--- src/rtl/modulo_display_bcd_3_digitos_multiplexado_pkg.sv ---
// rtl/modulo_display_bcd_3_digitos_multiplexado_pkg.sv - shared constants for the 3-digit BCD display
package modulo_display_bcd_3_digitos_multiplexado_pkg;

  localparam logic [1:0] ST_IDLE  = 2'd0;
  localparam logic [1:0] ST_SHIFT = 2'd1;
  localparam logic [1:0] ST_DONE  = 2'd2;

  localparam int N_ITER = 7;

  // Active-low segment patterns, bit order {g,f,e,d,c,b,a}
  localparam logic [6:0] SEG_0     = 7'b1000000;
  localparam logic [6:0] SEG_1     = 7'b1111001;
  localparam logic [6:0] SEG_2     = 7'b0100100;
  localparam logic [6:0] SEG_3     = 7'b0110000;
  localparam logic [6:0] SEG_4     = 7'b0011001;
  localparam logic [6:0] SEG_5     = 7'b0010010;
  localparam logic [6:0] SEG_6     = 7'b0000010;
  localparam logic [6:0] SEG_7     = 7'b1111000;
  localparam logic [6:0] SEG_8     = 7'b0000000;
  localparam logic [6:0] SEG_9     = 7'b0010000;
  localparam logic [6:0] SEG_BLANK = 7'b1111111;

  localparam logic [2:0] AN_OFF = 3'b111;

  function automatic logic [11:0] add3_nibbles(input logic [11:0] b);
    logic [11:0] r;
    r = b;
    for (int i = 0; i < 3; i++) begin
      if (b[i*4 +: 4] >= 4'd5) r[i*4 +: 4] = b[i*4 +: 4] + 4'd3;
    end
    return r;
  endfunction

endpackage

--- src/rtl/modulo_display_bcd_3_digitos_multiplexado_decodificador_bcd_7seg.sv ---
// rtl/modulo_display_bcd_3_digitos_multiplexado_decodificador_bcd_7seg.sv - BCD to active-low 7-segment
module decodificador_bcd_7seg
  import modulo_display_bcd_3_digitos_multiplexado_pkg::*;
(
  input  logic [3:0] bcd,
  output logic [6:0] seg
);

  always_comb begin
    seg = SEG_BLANK;
    case (bcd)
      4'd0: seg = SEG_0;
      4'd1: seg = SEG_1;
      4'd2: seg = SEG_2;
      4'd3: seg = SEG_3;
      4'd4: seg = SEG_4;
      4'd5: seg = SEG_5;
      4'd6: seg = SEG_6;
      4'd7: seg = SEG_7;
      4'd8: seg = SEG_8;
      4'd9: seg = SEG_9;
      default: seg = SEG_BLANK;
    endcase
  end

endmodule

--- src/rtl/modulo_display_bcd_3_digitos_multiplexado.sv ---
// rtl/modulo_display_bcd_3_digitos_multiplexado.sv - binary to BCD converter with multiplexed 3-digit display
module modulo_display_bcd_3_digitos_multiplexado
  import modulo_display_bcd_3_digitos_multiplexado_pkg::*;
#(
  parameter int REFRESH_DIV   = 50000,
  parameter int BLANK_LEADING = 1
) (
  input  logic        clk,
  input  logic        clr,
  input  logic [6:0]  q_in,
  output logic        busy,
  output logic        valid,
  output logic [11:0] bcd_out,
  output logic [6:0]  seg,
  output logic [2:0]  an
);

  localparam int CW = (REFRESH_DIV > 2) ? $clog2(REFRESH_DIV) : 1;
  localparam logic [CW-1:0] TERM = CW'(REFRESH_DIV - 1);

  logic [1:0]    state;
  logic [6:0]    shadow;
  logic [6:0]    bin_sr;
  logic [11:0]   bcd_sr;
  logic [2:0]    iter;
  logic [CW-1:0] refresh_cnt;
  logic [1:0]    digit_sel;
  logic [3:0]    digit;
  logic [6:0]    dec_seg;
  logic          blank;
  logic [2:0]    an_pat;

  // Shadow compare in IDLE guarantees the last stable input is always converted
  always_ff @(posedge clk or negedge clr) begin
    if (!clr) begin
      state   <= ST_IDLE;
      shadow  <= '0;
      bin_sr  <= '0;
      bcd_sr  <= '0;
      iter    <= '0;
      bcd_out <= '0;
      valid   <= 1'b0;
      busy    <= 1'b0;
    end else begin
      case (state)
        ST_IDLE: begin
          if ((q_in != shadow) || !valid) begin
            shadow <= q_in;
            bin_sr <= q_in;
            bcd_sr <= '0;
            iter   <= '0;
            state  <= ST_SHIFT;
            busy   <= 1'b1;
          end
        end
        ST_SHIFT: begin
          {bcd_sr, bin_sr} <= {add3_nibbles(bcd_sr), bin_sr} << 1;
          iter <= iter + 3'd1;
          if (iter == 3'(N_ITER - 1)) state <= ST_DONE;
        end
        ST_DONE: begin
          bcd_out <= bcd_sr;
          valid   <= 1'b1;
          state   <= ST_IDLE;
          busy    <= 1'b0;
        end
        default: begin
          state <= ST_IDLE;
          busy  <= 1'b0;
        end
      endcase
    end
  end

  always_ff @(posedge clk or negedge clr) begin
    if (!clr) begin
      refresh_cnt <= '0;
      digit_sel   <= 2'd0;
    end else if (refresh_cnt == TERM) begin
      refresh_cnt <= '0;
      digit_sel   <= (digit_sel == 2'd2) ? 2'd0 : digit_sel + 2'd1;
    end else begin
      refresh_cnt <= refresh_cnt + 1'b1;
    end
  end

  always_comb begin
    digit  = bcd_out[3:0];
    an_pat = 3'b110;
    blank  = !valid;
    case (digit_sel)
      2'd1: begin
        digit  = bcd_out[7:4];
        an_pat = 3'b101;
        if ((BLANK_LEADING != 0) && (bcd_out[11:8] == 4'd0) && (bcd_out[7:4] == 4'd0)) blank = 1'b1;
      end
      2'd2: begin
        digit  = bcd_out[11:8];
        an_pat = 3'b011;
        if ((BLANK_LEADING != 0) && (bcd_out[11:8] == 4'd0)) blank = 1'b1;
      end
      2'd3: begin
        an_pat = AN_OFF;
        blank  = 1'b1;
      end
      default: ;
    endcase
  end

  decodificador_bcd_7seg u_dec (
    .bcd (digit),
    .seg (dec_seg)
  );

  always_ff @(posedge clk or negedge clr) begin
    if (!clr) begin
      an  <= AN_OFF;
      seg <= SEG_BLANK;
    end else begin
      an  <= blank ? AN_OFF : an_pat;
      seg <= blank ? SEG_BLANK : dec_seg;
    end
  end

endmodule

--- config.mk ---
export PLATFORM = sky130hd
export DESIGN_NAME = modulo_display_bcd_3_digitos_multiplexado
export DESIGN_NICKNAME = d
export VERILOG_FILES = /design/src/rtl/modulo_display_bcd_3_digitos_multiplexado_pkg.sv /design/src/rtl/modulo_display_bcd_3_digitos_multiplexado_decodificador_bcd_7seg.sv /design/src/rtl/modulo_display_bcd_3_digitos_multiplexado.sv
export SDC_FILE = /design/constraint.sdc
export NUM_CORES = 1
export LEC_CHECK = 0
export BUFFER_PORTS_ARGS = -buffer_cell sky130_fd_sc_hd__clkbuf_2
export CORE_UTILIZATION = 59
export DETAILED_ROUTE_END_ITERATION = 10
export PLACE_DENSITY = 0.84
export SLEW_MARGIN = 0
export SYNTH_ARGS = -nofsm -noshare
export SYNTH_HDL_FRONTEND = slang
export SYNTH_HIERARCHICAL = 1
export SYNTH_SLANG_ARGS = --single-unit
export TNS_END_PERCENT = 100
--- constraint.sdc ---
create_clock -name clk -period 3.2 [get_ports clk]
set_input_delay 0.48 -clock clk [delete_from_list [all_inputs] [get_ports clk]]
set_output_delay 0.48 -clock clk [all_outputs]
set_load 0.01 [all_outputs]
Word-level counts from Yosys, hierarchy flattened
Memory sizes are Yosys's and may differ from the RTL's. Index checks and enable logic that the tools add are counted.

Mux-type cells: 23. Add/subtract/negate cells: 6. Bitwise logic cells: 1. Div/mod/pow operators: 0. Reductions and logical operators: 11. Shift operators: 0. Magnitude comparators: 3. Equality and inequality tests: 10. Multipliers: 0.

Operator list (count): one-hot mux 12 bit (2 select lines) (1); adder 16 x 1 -> 16 bit (second input constant) (1); == test 16 bit (second input constant) (1); two-way mux 16 bit (1); two-way mux 7 bit (2); one-hot mux 7 bit (2 select lines) (1); >= comparator 4 x 3 -> 1 bit (second input constant) (3); two-way mux 12 bit (1); two-way mux 3 bit (3); one-hot mux 3 bit (3 select lines) (1); adder 4 x 2 -> 4 bit (second input constant) (2); logical NOT 4 bit (2); two-way mux 4 bit (2); one-hot mux 4 bit (2 select lines) (1); AND reduction 2 bit (4); != test 7 bit (1); == test 2 bit (second input constant) (3); two-way mux 2 bit (3); one-hot mux 3 bit (2 select lines) (1); == test 2 x 1 -> 1 bit (second input constant) (2); != test 2 bit (second input constant) (2); one-hot mux 2 bit (2 select lines) (1); adder 3 x 1 -> 3 bit (second input constant) (1); adder 3 x 2 -> 3 bit (second input constant) (1); 11 further kinds (13).

Memories: 1. Bits in read-only memories: 112. Flip-flop bits (word level): 73. Memory bits (writable): 0. Bits in latches: 0.

Memory list: (name not given) (words 16, bits a word 7, rd ports 1, clocked after Yosys merged registers in 0, write ports 0, line modulo_display_bcd_3_digitos_multiplexado_decodificador_bcd_7seg.sv:11) `case (bcd)`.

Longest topological paths before layout
Gate-level depths: netlist of run 1.

Depth in word-level cells: 5. Depth in mapped cells: 11. Depth with buffers taken out: 10.

Cells and area by module
The synthesis of run 1 kept the hierarchy.

By module, submodules not included: modulo_display_bcd_3_digitos_multiplexado (times used 1, cells each 309, area each 3433.3 um^2); decodificador_bcd_7seg (times used 1, cells each 31, area each 200.2 um^2).

Worst setup path before layout of run 1
OpenSTA, ideal clock, no wires.

Kind: register to register. From: reg digit_sel[0]. To: reg seg[3]. Required time: 3.116 ns. Data arrival time: 2.395 ns. Setup slack: 0.720 ns. Period minus slack after synthesis: 2.480 ns. Cell stages (with the launch flop): 12. Cells stage by stage: dfrtp_1 inv_1 ha_1 clkbuf_1 nor2_1 a21oi_1 inv_1 ha_1 or2_1 a21oi_1 nor2_1 or2_2.

Cells in the longest elaborated chain, start to end: 4.

Ends and longest elaborated chain: start: declaration (line modulo_display_bcd_3_digitos_multiplexado.sv:27) `logic [1:0] digit_sel;`; start signal: assignment (line modulo_display_bcd_3_digitos_multiplexado.sv:81) `digit_sel <= (digit_sel == 2'd2) ? 2'd0 : digit_sel + 2'd1;`; == test 2 bit or == test 2 x 1 -> 1 bit (tied branches) (line modulo_display_bcd_3_digitos_multiplexado.sv:91) `case (digit_sel)`; one-hot mux 4 bit (2 select lines) * (line modulo_display_bcd_3_digitos_multiplexado.sv:91); named net digit[1] (line modulo_display_bcd_3_digitos_multiplexado.sv:28) `logic [3:0] digit;`; memory (16 x 7 bit) *; named net dec_seg[3] (line modulo_display_bcd_3_digitos_multiplexado.sv:29) `logic [6:0] dec_seg;`; two-way mux 7 bit * (line modulo_display_bcd_3_digitos_multiplexado.sv:121) `seg <= blank ? SEG_BLANK : dec_seg;`; end signal: assignment (line modulo_display_bcd_3_digitos_multiplexado.sv:121); end: declaration (line modulo_display_bcd_3_digitos_multiplexado.sv:14) `output logic [6:0] seg,`.

The timed path passes the listed nets; every way through them passes the cells marked *. A chain may end at the register's enable or synchronous reset.

Worst setup path in the final report of run 1
From: reg digit_sel[1]. To: reg seg[3].

The elaborated chain is that of the path after synthesis.

==> flow_summary.toml, run 1 <==
[cts]
cts.root.buffer_cell = "clkbuf_8"
htree_levels = 3
cts_max_path_buffers = 2
cts_inserted_buffers = 9
post_cts.resized_instances = 0
clkTransAtPathRegs_ps = 80
clock_sink_count = 73
postCtsSetupRepairBufs = 0
clock_insertion_delay_worst_skew_ps = 350
tritoncts_clock_tree = "done"
postCtsHoldBufs = 0

[sta]
fmax_mhz = 377
fin_worst_skew_ps = 10.4
period_minus_slack_ps = 2650
grt_setup_unrepaired = "false"
relSlewSlack = 0.376
fin_crit_sh = 0.828
worst_slew_pin_slew_ps = 934
report.final.slew_viol_count = 0
setup-tns-final_ps = 0
setup_violations = 0
finalHoldViolCount = 0

[job]
drv.max_cap_violation_count = 0

[cells_and_area]
antenna_cells_inserted = 0
area_growth_from_synthesis_to_layout_pct = 12.4
share_of_final_layout_standard_cells_stronger_than_drive_strength_1 = 0.222
layout_fillers = 424
fin_area_sq_um = 4080
register_cell_area_after_layout_sq_um = 1840
multi_input_area_sq_um = 1670
nNetsFinal = 403

[synthesis]
muxShareOfSynthArea = 0.0551
synth_seq_cells = 73
netlist-cell-type-count = 44
synth_compound_area_frac = 0.112
synth_xor_area_frac = 0.0603
synth.yosys.warnings = 6
netlist_top_cells_area = "dfrtp_1, dfstp_2, ha_1"
post_synthesis_area_per_instance_sq_um = 10.7
async_flop_share = 1.00
ys.flop_type = "dfrtp_1"
largest_family_of_logic_cells_by_synthesized_area = "simple AND/OR/NAND/NOR gates"
yosysTopAreaCellShare = 0.434
synth.yosys.seq_area_share = 0.506
yosys-top-cells-count = "dfrtp_1, nand2_1, ha_1, o21ai_0, nor2_1"
synth-adder-area-share = 0.0723
synth.most_common_cell = "dfrtp_1"
synth-simple-area-share = 0.160
synth_edf_count = 0
synthesis.area_sq_um = 3630
postSynthCellCount = 340
yosys.area.top_type = "dfrtp_1"
synth_nets = 370

[global_route]
antenna_found_initial = 0
grt_max_degree = 40
grt_pass1_vias = 2519
globalRoute.totalOverflow = 0
global_route.usage.met1 = 0.303
grtUsageTotal = 0.238
grt-busiest-layer = "met2"
grt_pass1_wl_um = 11600
use_met3 = 0.0477
grt_util_met2 = 0.389

[floorplanning]
ioPinCount = 33
rows = 28
die_height_um = 80.5
core_region_area_sq_um = 5920
start_util = 0.614
die_w_um = 80.5
design.die.area_sq_um = 6480

[power_and_ir_drop]
peakVddDrop_uv = 552
p_leak_nw = 1.84
power_per_cell_area_nw_per_um2 = 860

[worst_setup_path]
crit_path_top_delay_cell = "ha_1"
end_kind = "flip-flop"
critPathKind = "flip-flop to flip-flop"
arrival_ps = 2930
cp_data_required_time_ps = 3480
worst-path-max-fanout = 9
timing.critical_path.from_type = "flip-flop"
cpPeakStageDelay_ps = 450
path_cells = "inv_1 -> ha_1 -> nor2_1 -> a21oi_1 -> inv_1 -> ha_1 -> nand2_1 -> a21oi_1 -> nor2_1 -> or2_2"

[drt]
antenna_violation_net_count_after_detailed_routing = 0
route.vias.total = 2543
vias_per_cell = 5.61
routed_wirelength_um = 6810
initialDrtViolationCount = 175
wire_length_per_cell_um = 15.0
remaining_drc_errors = 0
detailedRoute.firstPassIterationCount = 4

[status]
run_status = "finished, final reports clean"

[worst_hold_path]
timing.hold.worst.class = "input port to asynchronous set/reset pin"

[placement]
placed_cell_area_sq_um = 3850
routabilityCongestion = 0.887
detailedPlacementHpwl_um = 4710
portBuffers = 32
[worst max-delay path: cells and delay by family (launching register included)]
kind	cells	cell delay, ps
simple gates	4	510
flops	1	400
fa+ha+maj	2	780
compound gates	2	580
buf+inv	2	300
[final timing paths]
path | from | to | slack (ps) | cells past startpoint
max | digit_sel[1]$_DFFE_PN0N_ | seg[3]$_DFF_PN1_ | 550 | 10
min | clr | refresh_cnt[4]$_DFF_PN0_ | 220 | 1
max reg2reg | digit_sel[1]$_DFFE_PN0N_ | seg[3]$_DFF_PN1_ | 550 | 10
min reg2reg | refresh_cnt[15]$_DFF_PN0_ | refresh_cnt[15]$_DFF_PN0_ | 470 | 1
max in group asynchronous | clr | seg[4]$_DFF_PN1_ | 2280 | 2
min in group clk | q_in[0] | bin_sr[0]$_DFFE_PN0P_ | 410 | 2
[placed cells by master, fill, tap and decap left out, types with 3 or more instances in the layout]
cell type	n
clkbuf_2	31
nor4b_1	4
a21oi_1	13
clkbuf_8	9
bufinv_16	3
mux2_2	16
or2_2	8
a221o_1	5
a31oi_1	4
o22ai_1	6
inv_1	17
nor2_1	19
dfrtp_1	63
ha_1	21
nand4_1	5
o21ai_0	20
nor4_1	4
xor2_1	10
and2_1	4
a22oi_1	4
dfstp_2	10
o31ai_1	3
xnor2_1	15
nand2_1	35
nand3_1	7
nand2b_1	12
[through the flow]
step	utilization	setup WS [ps]	cells	power [W]	hold slack [ps]
after global placement	0.650	729	437	0.00261	461
after CTS	0.690	547	453	0.00353	231
after detailed placement	0.650	550	437	0.00266	465
after global routing	0.690	346	453	0.00376	255
final	0.690	551	453	0.00351	217
after floorplan	-	720	340	0.00236	184
[flip-flops by register name (all words and copies together), names as in the netlist]
signal	count
bcd_out	12
bcd_sr	12
digit_sel	2
an	3
iter	3
busy	1
valid	1
seg	7
shadow	7
refresh_cnt	16
bin_sr	7
state	2
[layout make-up]
| type | instances | area share |
|---|---|---|
| timing repair buffer | 33 | 0.0441 |
| tap | 75 | 0.0230 |
| inverter | 17 | 0.0156 |
| sequential | 73 | 0.450 |
| clock buffer | 10 | 0.0312 |
| clock inverter | 6 | 0.0263 |
| multi-input combinational | 239 | 0.409 |
[report_power, final]
group	internal [W]	total, W	leakage [nW]	switching [W]
registers	0.00123	0.00145	0.899	0.000222
logic	0.000566	0.00121	0.823	0.000643
clock network	0.000515	0.000855	0.116	0.000340
total	0.00231	0.00351	1.84	0.00120
[layer usage]
| metal | up-vias | wire length, um | part of all wire |
|---|---|---|---|
| met5 | - | 0 | 0 |
| met4 | 0 | 97 | 0.014 |
| met3 | 11 | 233 | 0.034 |
| met2 | 57 | 3270 | 0.48 |
| met1 | 1223 | 3220 | 0.47 |
| li1 | 1252 | - | - |
[kinds of logic (layout without fill, tap and decap cells)]
| logic type | Yosys count | count (layout) |
|---|---|---|
| and+or+nand+nor | 111 | 111 |
| AOI/OAI and AO/OA | 64 | 64 |
| adders and majority gates | 21 | 21 |
| DFF | 73 | 73 |
| muxes | 18 | 18 |
| buffers and inverters | 28 | 66 |
| xor gates and xnor gates | 25 | 25 |
No activity file was read; power rests on OpenSTA's default activity.
==> run 2, diff against run 1 <==
--- a/config.mk
+++ b/config.mk
@@ -5,10 +5,11 @@
 export SDC_FILE = /design/constraint.sdc
 export NUM_CORES = 1
 export LEC_CHECK = 0
+export ABC_AREA = 1
 export BUFFER_PORTS_ARGS = -buffer_cell sky130_fd_sc_hd__clkbuf_2
-export CORE_UTILIZATION = 59
+export CORE_UTILIZATION = 60
 export DETAILED_ROUTE_END_ITERATION = 10
-export PLACE_DENSITY = 0.84
+export PLACE_DENSITY = 0.85
 export SLEW_MARGIN = 0
 export SYNTH_ARGS = -nofsm -noshare
 export SYNTH_HDL_FRONTEND = slang
==> constraint.sdc (replaced) <==
create_clock -name clk -period 2.45 [get_ports clk]
set_input_delay 0.3675 -clock clk [delete_from_list [all_inputs] [get_ports clk]]
set_output_delay 0.3675 -clock clk [all_outputs]
set_load 0.01 [all_outputs]
==> flow_summary.toml, run 2 <==
[status]
run_status = "finished, final reports clean"

[sta]
fin_worst_skew_ps = 6.57
report.final.slew_viol_count = 0
final.hold.worst_slack_ps = 46.6
setup_violations = 0
relSlewSlack = 0.558
grt_setup_unrepaired = "false"
fmax_mhz = 457
finalHoldViolCount = 0
worst_slew_pin_slew_ps = 662
setup-tns-final_ps = 0
period_minus_slack_ps = 2190
fin_crit_sh = 0.894

[synthesis]
netlist_top_cells_area = "dfrtp_1, nand2_1, dfstp_2"
postSynthCellCount = 497
synth_edf_count = 0
yosys-top-cells-count = "nand2_1, inv_1, dfrtp_1, nor2_1, o21ai_0"
synth.yosys.seq_area_share = 0.461
async_flop_share = 1.00
post_synthesis_area_per_instance_sq_um = 8.03
synthesis.area_sq_um = 3990
synth.most_common_cell = "nand2_1"
yosys.area.top_type = "dfrtp_1"
synth_nets = 527
netlist-cell-type-count = 28
synth.yosys.warnings = 6
yosysTopAreaCellShare = 0.395
synth_seq_cells = 73
ys.flop_type = "dfrtp_1"

[drt]
remaining_drc_errors = 0
detailedRoute.firstPassIterationCount = 5
vias_per_cell = 5.28
antenna_violation_net_count_after_detailed_routing = 0
initialDrtViolationCount = 170
routed_wirelength_um = 7850
wire_length_per_cell_um = 12.8
route.vias.total = 3249

[power_and_ir_drop]
p_int_w = 0.00301
report.power.total_w = 0.00501
peakVddDrop_uv = 640
p_leak_nw = 2.41
power_per_cell_area_nw_per_um2 = 1120
switching_share = 0.400
clkPwrFrac = 0.219
switchingPower_w = 0.00200
pwr-share-comb = 0.397
power.sequential.fraction = 0.384

[cts]
cts_inserted_buffers = 9
clkTransAtPathRegs_ps = 80
htree_levels = 3
cts_max_path_buffers = 2
clock_insertion_delay_worst_skew_ps = 340
postCtsHoldBufs = 0
cts.root.buffer_cell = "clkbuf_8"
clock_sink_count = 73
tritoncts_clock_tree = "done"

[placement]
detailedPlacementHpwl_um = 5390
routabilityCongestion = 0.847
placedCellCount = 599
portBuffers = 32

[cells_and_area]
final_util = 0.699
reg.largest.list = "refresh_cnt (16), bcd_out (12), bcd_sr (12)"
area_growth_from_synthesis_to_layout_pct = 11.8
mostFrequentLayoutCell = "nand2_1"
share_of_final_layout_standard_cells_stronger_than_drive_strength_1 = 0.184
most-common-layout-cells = "nand2_1, inv_1, dfrtp_1, nor2_1, o21ai_0"
largest_register_ffs = 16
nNetsFinal = 563
antenna_cells_inserted = 0
instances_no_fill = 615
top_register = "refresh_cnt"

[worst_setup_path]
worst-path-max-fanout = 9
critPathTopFamily = "adder cells"
end_kind = "flip-flop"
cp_data_required_time_ps = 2710
cpPeakStageDelay_ps = 430
path_buf_inv = 3
r2r.worst_path.cells = 11
worstReg2RegEnd = "seg[3]$_DFF_PN1_"
path_cells = "inv_1 -> ha_2 -> nor2_1 -> a31oi_1 -> inv_1 -> ha_1 -> nand2_1 -> nand3_1 -> nand2_1 -> inv_1 -> nand2_1"
crit_path_top_delay_cell = "ha_2"
worst-r2r-setup-slack_ps = 260
critPathKind = "flip-flop to flip-flop"
arrival_ps = 2450
worstReg2RegStart = "digit_sel[1]$_DFFE_PN0N_"
timing.critical_path.from_type = "flip-flop"

[worst_hold_path]
timing.hold.worst.class = "input port to asynchronous set/reset pin"

[global_route]
grt_max_degree = 74
antenna_found_initial = 0
grtUsageTotal = 0.249
globalRoute.totalOverflow = 0
grt_pass1_vias = 3222
grt_pass1_wl_um = 14200

[job]
drv.max_cap_violation_count = 0

[floorplanning]
ioPinCount = 33
die_w_um = 83.6
die_height_um = 83.6
start_util = 0.625
design.die.area_sq_um = 6980
core_region_area_sq_um = 6390
rows = 29
run 2: changes by cell type in the layout (fill, tap and decap cells not counted), moves of 7 or more:
cell | before | now
nand2_1 | 35 | 151
nand3_1 | 7 | 19
mux2_2 | 16 | 0
o21ai_0 | 20 | 38
xnor2_1 | 15 | 0
nand2b_1 | 12 | 0
or2_2 | 8 | 1
inv_1 | 17 | 70
inv_2 | 0 | 7
nor2_1 | 19 | 39
nand3_2 | 0 | 21
run 2: area by class of cell:
type                            count  area (sq um)
Inverter                           77           289
Tap cell                           77          96.3
Clock inverter                      3          40.0
Clock buffer                       13           203
Timing Repair Buffer               36           215
Fill cell                         516          1920
Multi-Input combinational cell    336          1780
Sequential cell                    73          1840
run 2: power by group through the flow:
stage                     Sequential [W]  Combinational [W]  Clock (W)
after CTS                        0.00192            0.00200    0.00110
after global placement           0.00192            0.00187          0
after detailed placement         0.00194            0.00197          0
after global routing             0.00197            0.00231    0.00116
after floorplan                  0.00193            0.00150          0
final                            0.00192            0.00199    0.00110
run 2: cell families (layout without fill, tap and decap cells):
logic type,after synthesis,in the layout,synth area share
AND/OR/NAND/NOR,243,243,0.281
buffers and inverters,88,129,0.0940
flip-flops,73,73,0.461
AO/OA/AOI/OAI,67,67,0.0871
adder cells (fa/ha/maj),21,21,0.0658
XOR/XNOR,5,5,0.0110
run 2: metal layers:
metal  vias up  track usage  routed length, um
li1       1620            -                  -
met1      1541        0.300               3340
met2        75        0.452               4130
met3        13       0.0504                266
met4         0       0.0678                124
met5         -            0                  0
run 2: worst max-delay path by stage:
stage,start,endpoint,slack [ps],cells after the start
floorplan,digit_sel[0]$_DFFE_PN0N_,seg[3]$_DFF_PN1_,270,12
global placement,digit_sel[0]$_DFFE_PN0N_,seg[3]$_DFF_PN1_,410,11
detailed placement,digit_sel[0]$_DFFE_PN0N_,seg[3]$_DFF_PN1_,260,11
CTS,digit_sel[1]$_DFFE_PN0N_,seg[3]$_DFF_PN1_,240,11
global route,digit_sel[0]$_DFFE_PN0N_,seg[3]$_DFF_PN1_,60,11
finish,digit_sel[1]$_DFFE_PN0N_,seg[3]$_DFF_PN1_,260,11
run 2: through the flow:
stage	setup slack, ps	cell area, sq um
global route	56.9	4460
detailed placement	258	4220
floorplan	275	3990
finish	260	4460
CTS	239	4460
global placement	406	4220
run 2: timing repair:
action                     4_1_cts  5_1_grt
resized for setup                0        1
buffers inserted                 0        0
setup endpoints to repair        0        1
==> run 3, diff against run 2 <==
--- a/config.mk
+++ b/config.mk
@@ -9,7 +9,7 @@
 export BUFFER_PORTS_ARGS = -buffer_cell sky130_fd_sc_hd__clkbuf_2
 export CORE_UTILIZATION = 60
 export DETAILED_ROUTE_END_ITERATION = 10
-export PLACE_DENSITY = 0.85
+export PLACE_DENSITY = 0.8
 export SLEW_MARGIN = 0
 export SYNTH_ARGS = -nofsm -noshare
 export SYNTH_HDL_FRONTEND = slang
==> flow_summary.toml, run 3 (synthesis results as in run 2) <==
[sta]
grt_setup_unrepaired = "false"
setup_violations = 0
worst_slew_pin_slew_ps = 637
fin_worst_skew_ps = 5.73
fin_crit_sh = 0.893
period_minus_slack_ps = 2190
report.final.slew_viol_count = 0
postLayoutSetupSlackWorst_ps = 262
finalHoldViolCount = 0
setup-tns-final_ps = 0
fmax_mhz = 457
relSlewSlack = 0.573

[worst_setup_path]
worst-path-max-fanout = 9
critPathKind = "flip-flop to flip-flop"
cp-startpoint = "digit_sel[0]$_DFFE_PN0N_"
worstReg2RegStart = "digit_sel[0]$_DFFE_PN0N_"
end_kind = "flip-flop"
arrival_ps = 2460
timing.critical_path.from_type = "flip-flop"
cp_data_required_time_ps = 2720

[drt]
antenna_violation_net_count_after_detailed_routing = 0
detailedRoute.firstPassIterationCount = 4
initialDrtViolationCount = 145
routed_wirelength_um = 7190
route.vias.total = 3165
remaining_drc_errors = 0
wire_length_per_cell_um = 11.6
vias_per_cell = 5.13

[status]
run_status = "finished, final reports clean"

[floorplanning]
rows = 29
ioPinCount = 33
die_w_um = 83.6
die_height_um = 83.6
core_region_area_sq_um = 6390
start_util = 0.625
design.die.area_sq_um = 6980

[cts]
postCtsHoldBufs = 0
clock_sink_count = 73
post_cts.resized_instances = 0
clock_insertion_delay_worst_skew_ps = 350
tritoncts_clock_tree = "done"
cts.root.buffer_cell = "clkbuf_8"
postCtsSetupRepairBufs = 0
cts_max_path_buffers = 2
cts_inserted_buffers = 9
clkTransAtPathRegs_ps = 70
htree_levels = 3

[placement]
detailedPlacementHpwl_um = 5250
pre_cts_ws_ps = 299
portBuffers = 32
placedCellCount = 601
routabilityCongestion = 0.898

[cells_and_area]
mostFrequentLayoutCell = "nand2_1"
layout_fillers = 540
top_register = "refresh_cnt"
area_growth_from_synthesis_to_layout_pct = 11.0
share_of_final_layout_standard_cells_stronger_than_drive_strength_1 = 0.185
most-common-layout-cells = "nand2_1, inv_1, dfrtp_1, nor2_1, o21ai_0"
reg.largest.list = "refresh_cnt (16), bcd_out (12), bcd_sr (12)"
largest_register_ffs = 16
instances_no_fill = 617
antenna_cells_inserted = 0
final_util = 0.694
nNetsFinal = 565

[global_route]
grtUsageTotal = 0.232
globalRoute.totalOverflow = 0
antenna_found_initial = 0
grt_pass1_vias = 2985
grt_pass1_wl_um = 13100
grt_max_degree = 38

[job]
drv.max_cap_violation_count = 0

[worst_hold_path]
timing.hold.worst.class = "input port to asynchronous set/reset pin"

[power_and_ir_drop]
power_per_cell_area_nw_per_um2 = 1090
peakVddDrop_uv = 623
p_leak_nw = 2.40
==> run 3: changes by cell type in the layout (fill, tap and decap cells not counted) <==
| cell | change |
|---|---|
| buf_12 | -1 |
| buf_4 | +3 |
| bufinv_16 | +1 |
| clkbuf_16 | -3 |
| clkinv_2 | +1 |
| clkinvlp_4 | +1 |
| ha_1 | +1 |
| ha_2 | -1 |
==> run 3: final timing paths <==
path	to	slack, ps	cells past startpoint
setup / recovery	seg[3]$_DFF_PN1_	260	11
setup reg to reg	seg[3]$_DFF_PN1_	260	11
hold / removal	bcd_out[5]$_DFFE_PN0N_	40	1
min in group clk	shadow[1]$_DFFE_PN0P_	260	3
hold reg to reg	refresh_cnt[0]$_DFF_PN0_	470	1
max in group asynchronous	an[0]$_DFF_PN1_	1640	2
==> run 3: layout make-up <==
| class | count | area [sq um] | share of cell area |
|---|---|---|---|
| well taps | 77 | 96.3 | 0.0218 |
| inverters | 77 | 289 | 0.0653 |
| clock inverters | 6 | 82.6 | 0.0186 |
| flip-flops and latches | 73 | 1840 | 0.415 |
| repair buffers | 38 | 218 | 0.0492 |
| clock buffers | 10 | 128 | 0.0288 |
| multi-input cells | 336 | 1780 | 0.401 |
==> run 3: through the flow <==
stage | cell area, sq um | hold slack, ps | power [W]
2_1_floorplan | 3990 | 71.9 | 0.00343
3_3_place_gp | 4220 | 418 | 0.00378
3_5_place_dp | 4220 | 422 | 0.00385
4_1_cts | 4430 | 46.7 | 0.00488
5_1_grt | 4430 | 75.4 | 0.00528
6_report | 4430 | 38.1 | 0.00484
==> run 3: routing by layer <==
layer  vias up  global-route usage  part of all wire
met5         -                   0                 0
met2        53               0.385              0.49
li1       1627                   -                 -
met1      1473               0.300              0.46
met3        12              0.0386             0.032
met4         0               0.100             0.019
==> run 3: power by group <==
part	leakage [nW]	total (W)	internal (W)	switching, W
clock	0.106	0.00101	0.000568	0.000446
sequential	0.901	0.00191	0.00161	0.000296
combinational	1.39	0.00192	0.000729	0.00119
total	2.40	0.00484	0.00291	0.00193
==> run 3: worst max-delay path: stages, from the launching register on <==
cell and delay (ps):
dfrtp_1 410, inv_1 120, ha_1 440, nor2_1 80
a31oi_1 280, inv_1 150, ha_1 300, nand2_1 60
nand3_1 120, nand2_1 50, inv_1 50, nand2_1 50
